--- src/rtl/dds_freq_meter.sv ---
// Frequency meter: counts input rising edges over a 2^GATE_LOG2-cycle gate and returns the
// matching DDS tuning word. Define FREQ_METER_CONT_EN for free-running continuous measurement.
module dds_freq_meter #(
   parameter int ACC_W     = 28,
   parameter int GATE_LOG2 = 22
) (
   input  logic             CLOCK_50,
   input  logic             reset,
   input  logic             sig_in,
   input  logic             start,
   output logic             busy,
   output logic [ACC_W-1:0] m_out,
   output logic             m_valid,
   input  logic             m_ack,
   output logic             no_signal
);

   localparam int SHIFT = ACC_W - GATE_LOG2;

   typedef enum logic [1:0] {IDLE, GATE, DONE} state_t;

   state_t               state, state_next;
   logic                 s1, s2, s3;
   logic                 rise;
   logic [GATE_LOG2-1:0] edge_cnt, gate_cnt;
   logic [GATE_LOG2-1:0] edges_next;
   logic                 gate_last;
   logic                 clear, finish, release_result;

   assign rise       = s2 & ~s3;
   assign gate_last  = (gate_cnt == '1);
   // Includes a rise on the final gate cycle so no edge straddles two windows.
   assign edges_next = edge_cnt + GATE_LOG2'(rise);
   assign busy       = (state == GATE);

   always_ff @(posedge CLOCK_50 or negedge reset) begin
      if (!reset) begin
         s1 <= 1'b0;
         s2 <= 1'b0;
         s3 <= 1'b0;
      end else begin
         s1 <= sig_in;
         s2 <= s1;
         s3 <= s2;
      end
   end

   always_ff @(posedge CLOCK_50 or negedge reset) begin
      if (!reset) state <= IDLE;
      else        state <= state_next;
   end

   always_comb begin
      state_next     = state;
      clear          = 1'b0;
      finish         = 1'b0;
      release_result = 1'b0;
      case (state)
         IDLE: begin
`ifdef FREQ_METER_CONT_EN
            state_next = GATE;
            clear      = 1'b1;
`else
            if (start) begin
               state_next = GATE;
               clear      = 1'b1;
            end
`endif
         end
         GATE: begin
            if (gate_last) begin
               finish = 1'b1;
`ifdef FREQ_METER_CONT_EN
               state_next = GATE;
`else
               state_next = DONE;
`endif
            end
         end
         DONE: begin
            if (start) begin
               state_next     = GATE;
               clear          = 1'b1;
               release_result = 1'b1;
            end else if (m_ack) begin
               state_next     = IDLE;
               release_result = 1'b1;
            end
         end
         default: state_next = IDLE;
      endcase
   end

   always_ff @(posedge CLOCK_50 or negedge reset) begin
      if (!reset) begin
         edge_cnt <= '0;
         gate_cnt <= '0;
      end else if (clear) begin
         edge_cnt <= '0;
         gate_cnt <= '0;
      end else if (state == GATE) begin
         gate_cnt <= gate_cnt + GATE_LOG2'(1);
         edge_cnt <= finish ? '0 : edges_next;
      end
   end

   always_ff @(posedge CLOCK_50 or negedge reset) begin
      if (!reset) begin
         m_out     <= '0;
         no_signal <= 1'b0;
         m_valid   <= 1'b0;
      end else begin
         if (finish) begin
            m_out     <= ACC_W'(edges_next) << SHIFT;
            no_signal <= (edges_next == '0);
         end
`ifdef FREQ_METER_CONT_EN
         m_valid <= finish;
`else
         if (finish)              m_valid <= 1'b1;
         else if (release_result) m_valid <= 1'b0;
`endif
      end
   end

endmodule

--- config.mk ---
export PLATFORM = sky130hd
export DESIGN_NAME = dds_freq_meter
export DESIGN_NICKNAME = d
export VERILOG_FILES = /design/src/rtl/dds_freq_meter.sv
export SDC_FILE = /design/constraint.sdc
export NUM_CORES = 1
export LEC_CHECK = 0
export CAP_MARGIN = 30
export CORE_MARGIN = 2
export CORE_UTILIZATION = 40
export DETAILED_ROUTE_END_ITERATION = 8
export PLACE_DENSITY = 0.57
export SYNTH_ARGS = -nofsm -noshare
export SYNTH_HDL_FRONTEND = slang
export SYNTH_SLANG_ARGS = --single-unit
export TNS_END_PERCENT = 100
--- constraint.sdc ---
create_clock -name CLOCK_50 -period 7.1 [get_ports CLOCK_50]
set_clock_uncertainty 0.05 [all_clocks]
set_input_delay 1.065 -clock CLOCK_50 [delete_from_list [all_inputs] [get_ports CLOCK_50]]
set_output_delay 1.065 -clock CLOCK_50 [all_outputs]
set_load 0.005 [all_outputs]
# After elaboration in Yosys (flattened, before gate mapping)

Cells that the tools add are included.

Add/sub/neg operators: 2
Equal/unequal tests: 6
Mux-type cells: 19
Bitwise logic cells: 2
Reduce and logical (&&, ||, !) cells: 6

Operator list:

| kind                  | count |
|---|---|
| $mux 22               | 5 |
| $add 22x1->22         | 1 |
| $add 22x1->22 const B | 1 |
| $eq 22x22->1 const B  | 1 |
| $logic_not 22->1      | 1 |
| $mux 1                | 9 |
| $mux 2                | 4 |
| $pmux 2 s3            | 1 |
| $reduce_bool 2->1     | 2 |
| $ne 3x3->1 const B    | 1 |
| $reduce_and 3->1      | 1 |
| $eq 2x1->1 const B    | 1 |
| $eq 2x2->1 const B    | 1 |
| $logic_not 2->1       | 1 |
| $ne 2x1->1 const B    | 1 |
| $ne 2x2->1 const B    | 1 |
| $reduce_or 2->1       | 1 |
| $and 1x1->1           | 1 |
| $not 1->1             | 1 |

Register bits after elaboration: 73
Input port bits: 5
Output and inout port bits: 31
Word-level logic and storage cells: 44

# Longest topological paths before layout

Gate-level depths: netlist of the first run.

Depth after elaboration: 6
Depth in mapped cells: 10
Mapped depth without buffers: 9

# Least setup slack after synthesis of the first run

No wires, ideal clock.

Path type: flip-flop to flip-flop
Start point: register s2
End point: register no_signal
Library setup time: 0.076 ns
Arrival time: 2.155 ns
Setup slack: 4.818 ns
Stages on the path, launching flop included: 11
Buffers on the path: 1
Path through: dfrtp_1 nor2b_1 ha_1 ha_1 and4_4 buf_6 a2111o_1 o311a_1 nor4b_2 nand4_1 o21ai_1

Cells in the longest elaborated chain, start to end: 3

Ends and longest elaborated chain:

| element                  | line | RTL |
|---|---|---|
| start: declaration       | 23   | `logic s1, s2, s3;` |
| start signal: assignment | 39   | `s2 <= 1'b0;` |
| start signal: assignment | 43   | `s2 <= s1;` |
| $and 1x1->1              | 30   | `assign rise = s2 & ~s3;` |
| $add 22x1->22            | 33   | `assign edges_next = edge_cnt + GATE_LOG2'(rise);` |
| $logic_not 22->1         | 115  | `no_signal <= (edges_next == '0);` |
| end signal: assignment   | 115  |  |
| end: declaration         | 15   | `output logic no_signal` |

No other way between the ends.
A chain may end at the register's enable or synchronous reset.

# Worst setup path after layout of the first run

Start point: register state[1]
End point: output busy

Cells in the longest elaborated chain, start to end: 1

Ends and longest elaborated chain:

| element                  | line | RTL |
|---|---|---|
| start: declaration       | 22   | `state_t state, state_next;` |
| start signal: assignment | 50   | `else state <= state_next;` |
| $eq 2x1->1               | 34   | `assign busy = (state == GATE);` |
| end: declaration         | 11   | `output logic busy,` |

No other way between the ends.

==> flow_metrics.tcl, run 1 <==
set metrics [dict create \
    power.leakage_uw 0.001826 \
    grt_start_max_net_pins 74 \
    wl_met2_um 3469 \
    met3_length_um 317 \
    drive_above_1_share 0.07459 \
    dieArea_um2 10200 \
    gp_congestion 0.7713 \
    critPathMaxFanout 7 \
    tightestPinTransition_ps 1012 \
    ys_ff_latch 73 \
    viasPerCell 5.507 \
    required_ps 5980 \
    synth_compound_area_frac 0.1492 \
    yosysUniqueCellTypes 52 \
    fin_area_um2 4305 \
    antenna_found_initial 0 \
    internal_power_uw 741.7 \
    combinationalPowerShare 0.228 \
    synth.top_cell.area_share 0.4852 \
    drt_iter0_markers 130 \
    vias 2974 \
    final-hold-violation-count 0 \
    post_cts_buffers 0 \
    ioPinCount 36 \
    routed_wl_um 7940 \
    cts_root_buffer "clkbuf_8" \
    instances_no_fill 540 \
    rsz0062_at_grt "no" \
    htree_levels 3 \
    synthXorXnorAreaFrac 0.05583 \
    cts_hold_buffers 0 \
    tritoncts "yes" \
    placed_area_um2 4059 \
    top_layer_used "met4" \
    cp-end-kind "output port" \
    fin_nets 432 \
    diodes 0 \
    cp-start-kind "register" \
    yosys-mux-area-fraction 0.01662 \
    floorplan.initialDensity 0.4094 \
    hold_class "register to register" \
    grt_use_total 0.1649 \
    synth_top_family_by_area "simple AND/OR/NAND/NOR gates" \
    die_h_um 101.0 \
    rows 35 \
    max_freq_ghz 0.3506 \
    hold_slack_ps 300.1 \
    io_buffer_count 29 \
    die_x_um 101.0 \
    synth.yosys.warnings 0 \
    powerDensity_nw_per_um2 259.3 \
    wl_met1_um 4029 \
    cp.arrival_ps 1740 \
    finalSetupViolCount 0 \
    syn_area_um2 3765 \
    switching_power_uw 374.5 \
    synthSimpleGateAreaFrac 0.2303 \
    drtAntennaViolNets 0 \
    syn_area_per_cell_um2 9.273 \
    layout_common_cells "73 x dfrtp_1, 44 x nor2_1, 41 x nand2_1" \
    path_clk_slew_ps 80 \
    async_flop_share 1.000 \
    cts_buffers 9 \
    p_clk_frac 0.324 \
    grt_pass1_wl_um 13250 \
    status "completed" \
    dr.pass1.iters 5 \
    netlist_instances 406 \
    core_area_um2 9196 \
    cts.path.max_buffers 2 \
    synthTopCellsByArea "dfrtp_1 49%, o21ai_0 5.3%, nor2_1 4.5%" \
    synth_largest_area_cell "dfrtp_1" \
    post_cts_resized 0 \
    fin_crit_sh 0.4017 \
    power_uw 1116 \
    clock_sinks 73 \
    synthAdderAreaFrac 0.009970 \
    layout_commonest_cell "dfrtp_1" \
    seq_area_frac_synth 0.4852 \
    synth_edf_count 0 \
    swShare 0.3355 \
    ir_drop_mv 0.1230 \
    finalSetupTns_ps 0 \
    period_minus_slack_ps 2852 \
    syn_to_final_growth_pct 14.36 \
    dp.cells 523 \
    worstSkewPairLatency_ps 360 \
    dpl.hpwl_um 5148 \
    wire_per_inst_um 14.70 \
    path_class "register to output port" \
    relSlewSlack 0.3245 \
    synth-main-ff-cell "dfrtp_1" \
    drv_slew 0 \
    gr-total-overflow 0 \
    drv_cap 0 \
    drc_errors 0 \
    power_frac_seq 0.448 \
    grt_pass1_vias 2671 \
]
[cells in the mapped netlist (2+ instances only)]
library cell  instances
dfrtp_1              73
nor2_1               45
nand2_1              41
o21ai_0              40
nand3_1              26
a21oi_1              25
buf_2                14
xnor2_1              14
nand4_1              11
and4_1               10
xor2_1               10
and3_1                7
clkbuf_1              7
inv_1                 7
o31ai_1               7
buf_4                 6
nor3_1                6
a31oi_1               5
mux2i_1               4
a22o_1                3
and2_1                3
ha_1                  3
or3_1                 3
a211oi_1              2
a21o_1                2
buf_6                 2
mux2_2                2
nor2b_1               2
nor4_1                2
o211ai_1              2
[registers in the layout (all words and copies together), names as in the netlist]
signal	cells
edge_cnt	22
gate_cnt	22
m_out	22
state	2
m_valid	1
no_signal	1
s1	1
s2	1
s3	1
[final cells by class]
class                      count  area, um^2
inverter                       7       26.28
multi-input combinational    301        1764
clock inverter                 7       95.09
timing repair buffer          32       330.3
sequential                    73        1827
fill                         886        4891
tap                          111       138.9
clock buffer                   9       123.9
[stage by stage]
stage	setup slack (ps)	utilization
after floorplan	4818	-
after detailed placement	4069	0.4414
after global routing	4129	0.4682
final	4248	0.4682
after CTS	4221	0.4652
after global placement	4133	0.4414
[power by group through the flow]
stage          clock network [uW]  registers [uW]  logic (uW)
2_1_floorplan                   0             493         191
3_3_place_gp                    0             506         246
3_5_place_dp                    0             507         250
4_1_cts                       371             500         252
5_1_grt                       390             508         284
6_report                      362             500         254
[final timing paths]
kind                            cells after the start                        to            startpoint  slack (ps)
worst max register to register                      9     no_signal$_DFFE_PN0P_          s3$_DFF_PN0_        4540
worst min-delay path                                0              s2$_DFF_PN0_          s1$_DFF_PN0_         300
min in group asynchronous                           1  edge_cnt[11]$_DFFE_PN0P_                 reset         570
worst min register to register                      0              s2$_DFF_PN0_          s1$_DFF_PN0_         300
max in group asynchronous                           2  edge_cnt[18]$_DFFE_PN0P_                 reset        5880
worst max-delay path                                3                      busy  state[1]$_DFFE_PN0P_        4250
[cell families after synthesis]
group / Yosys count
and+or+nand+nor: 167
AOI/OAI and AO/OA: 95
DFF: 73
buffers and inverters: 37
xor gates and xnor gates: 24
muxes: 6
adders and majority gates: 3
other: 1
[worst max-delay path, stage by stage (launching register included)]
cell and delay (ps):
dfrtp_1 400, nand2b_2 270, inv_1 180, clkdlybuf4s50_1 540
[layer usage]
layer,up-vias,track usage
li1,1467,-
met1,1439,0.2391
met2,53,0.2359
met3,15,0.04022
met4,0,0.06653
met5,-,0
No activity file was read; power rests on OpenSTA's default activity.
==> run 2: changes to the inputs <==
Clock period 7.1 ns to 2.85 ns, I/O delays scaled along.
==> run 2 against run 1 <==
Effect of this change: sequential power grew to 2.5 times the previous value; first-iteration DRC count is 14% higher; core utilization is 0.19 points higher; register-to-register slack worse by 4100 ps; critical endpoint is now no_signal$_DFFE_PN0P_; largest power group unchanged.
==> flow_metrics.tcl, run 2 (same netlist as run 1, synthesis figures left out) <==
set metrics [dict create \
    reg2reg_slack_ps 450 \
    routed_wl_um 8054 \
    antenna_found_initial 0 \
    drv_cap 0 \
    path_clk_slew_ps 70 \
    fin_nets 438 \
    crit_path_end "no_signal$_DFFE_PN0P_" \
    drt_iter0_markers 148 \
    powerDensity_nw_per_um2 620.9 \
    largestRegisters "edge_cnt x22, gate_cnt x22, m_out x22" \
    relSlewSlack 0.6132 \
    cts.path.max_buffers 2 \
    viasPerCell 5.370 \
    path_class "register to register" \
    floorplan.initialDensity 0.4094 \
    diodes 0 \
    layout_commonest_cell "dfrtp_1" \
    final-hold-violation-count 0 \
    htree_levels 3 \
    post_cts_buffers 0 \
    max_freq_ghz 0.4166 \
    vias 2932 \
    multi_input_area_um2 1762 \
    die_x_um 101.0 \
    rsz0062_at_grt "no" \
    fin_crit_sh 0.8422 \
    dp.cells 529 \
    drtAntennaViolNets 0 \
    grt_pass1_vias 2768 \
    gp_congestion 0.8090 \
    drv_slew 0 \
    tightestPinTransition_ps 580.1 \
    final_util 0.4701 \
    reg2reg_to "no_signal$_DFFE_PN0P_" \
    rows 35 \
    crit_chain "nor2b_1 > ha_1 > ha_1 > nand4_1 > nor3_1 > xnor2_1 > and4bb_2 > nand4_1 > o21ai_1" \
    instances_no_fill 546 \
    drc_errors 0 \
    die_h_um 101.0 \
    cp-start-kind "register" \
    ioPinCount 36 \
    ir_drop_mv 0.4511 \
    finalSetupViolCount 0 \
    r2r_cells 9 \
    cpPeakStageDelay_ps 420 \
    reg2reg_from "s2$_DFF_PN0_" \
    slowest_stage "nor3_1" \
    critPathMaxFanout 7 \
    dpl.hpwl_um 5480 \
    grt_use_total 0.1724 \
    period_minus_slack_ps 2400 \
    cts_root_buffer "clkbuf_8" \
    syn_to_final_growth_pct 14.82 \
    required_ps 3070 \
    layout_common_cells "73 x dfrtp_1, 45 x nor2_1, 41 x nand2_1" \
    post_cts_resized 0 \
    grt_start_max_net_pins 74 \
    drive_above_1_share 0.08046 \
    dr.pass1.iters 4 \
    finalSetupTns_ps 0 \
    cp-startpoint "s2$_DFF_PN0_" \
    clock_sinks 73 \
    cts_buffers 9 \
    tritoncts "yes" \
    cp.arrival_ps 2620 \
    dieArea_um2 10200 \
    io_buffer_count 29 \
    core_area_um2 9196 \
    cp-end-kind "register" \
    seq_area_um2 1827 \
    gr-total-overflow 0 \
    hold_class "input pin to asynchronous set/reset pin" \
    worstSkewPairLatency_ps 340 \
    status "completed" \
    final.fill_count 885 \
    cts_hold_buffers 0 \
    grt_pass1_wl_um 13880 \
    wire_per_inst_um 14.75 \
    power_uw 2684 \
    power.leakage_uw 0.001846 \
]
==> run 2: cell type report <==
type	count	share of cell area
sequential	73	0.4226
multi-input combinational	301	0.4075
timing repair buffer	38	0.08683
clock buffer	15	0.04313
tap	111	0.03213
inverter	7	0.006078
clock inverter	1	0.001737
==> run 2: how the worst min path moves through the flow <==
stage	depth (start not counted)	endpoint	slack, ps
after global placement	0	s3$_DFF_PN0_	310
after CTS	1	m_out[16]$_DFFE_PN0P_	200
after global routing	2	edge_cnt[4]$_DFFE_PN0P_	60
after detailed placement	0	s2$_DFF_PN0_	310
after floorplan	0	edge_cnt[0]$_DFFE_PN0P_	80
final	2	m_out[11]$_DFFE_PN0P_	40
==> run 2: worst max-delay path: cells and delay by family (launching register included) <==
kind | cells | cell delay (ps)
XOR/XNOR | 1 | 200
AND/OR/NAND/NOR | 5 | 1130
adder cells (fa/ha/maj) | 2 | 480
AO/OA/AOI/OAI | 1 | 130
flip-flops | 1 | 340
==> run 2: power by group <==
| group | switching, uW | internal, uW | total (uW) | leakage, uW |
|---|---|---|---|---|
| clock | 374 | 413 | 787 | 0.0000960 |
| sequential | 114 | 1130 | 1250 | 0.000999 |
| combinational | 414 | 237 | 651 | 0.000750 |
==> run 2: metrics by stage <==
stage,setup WS [ps],hold WS [ps],cell area [um^2]
floorplan,568.3,81.91,3784
global placement,527.0,306.5,4101
detailed placement,508.9,309.7,4101
CTS,471.0,200.2,4295
global route,214.2,63.06,4323
finish,449.9,42.60,4323
==> run 2: metal layers <==
layer | routed length (um) | vias to the layer above | part of all wire | global-route usage
met3 | 262 | 5 | 0.033 | 0.03883
li1 | - | 1472 | - | -
met1 | 3959 | 1412 | 0.49 | 0.2407
met5 | 0 | - | 0 | 0
met2 | 3777 | 43 | 0.47 | 0.2692
met4 | 55 | 0 | 0.0068 | 0.05094
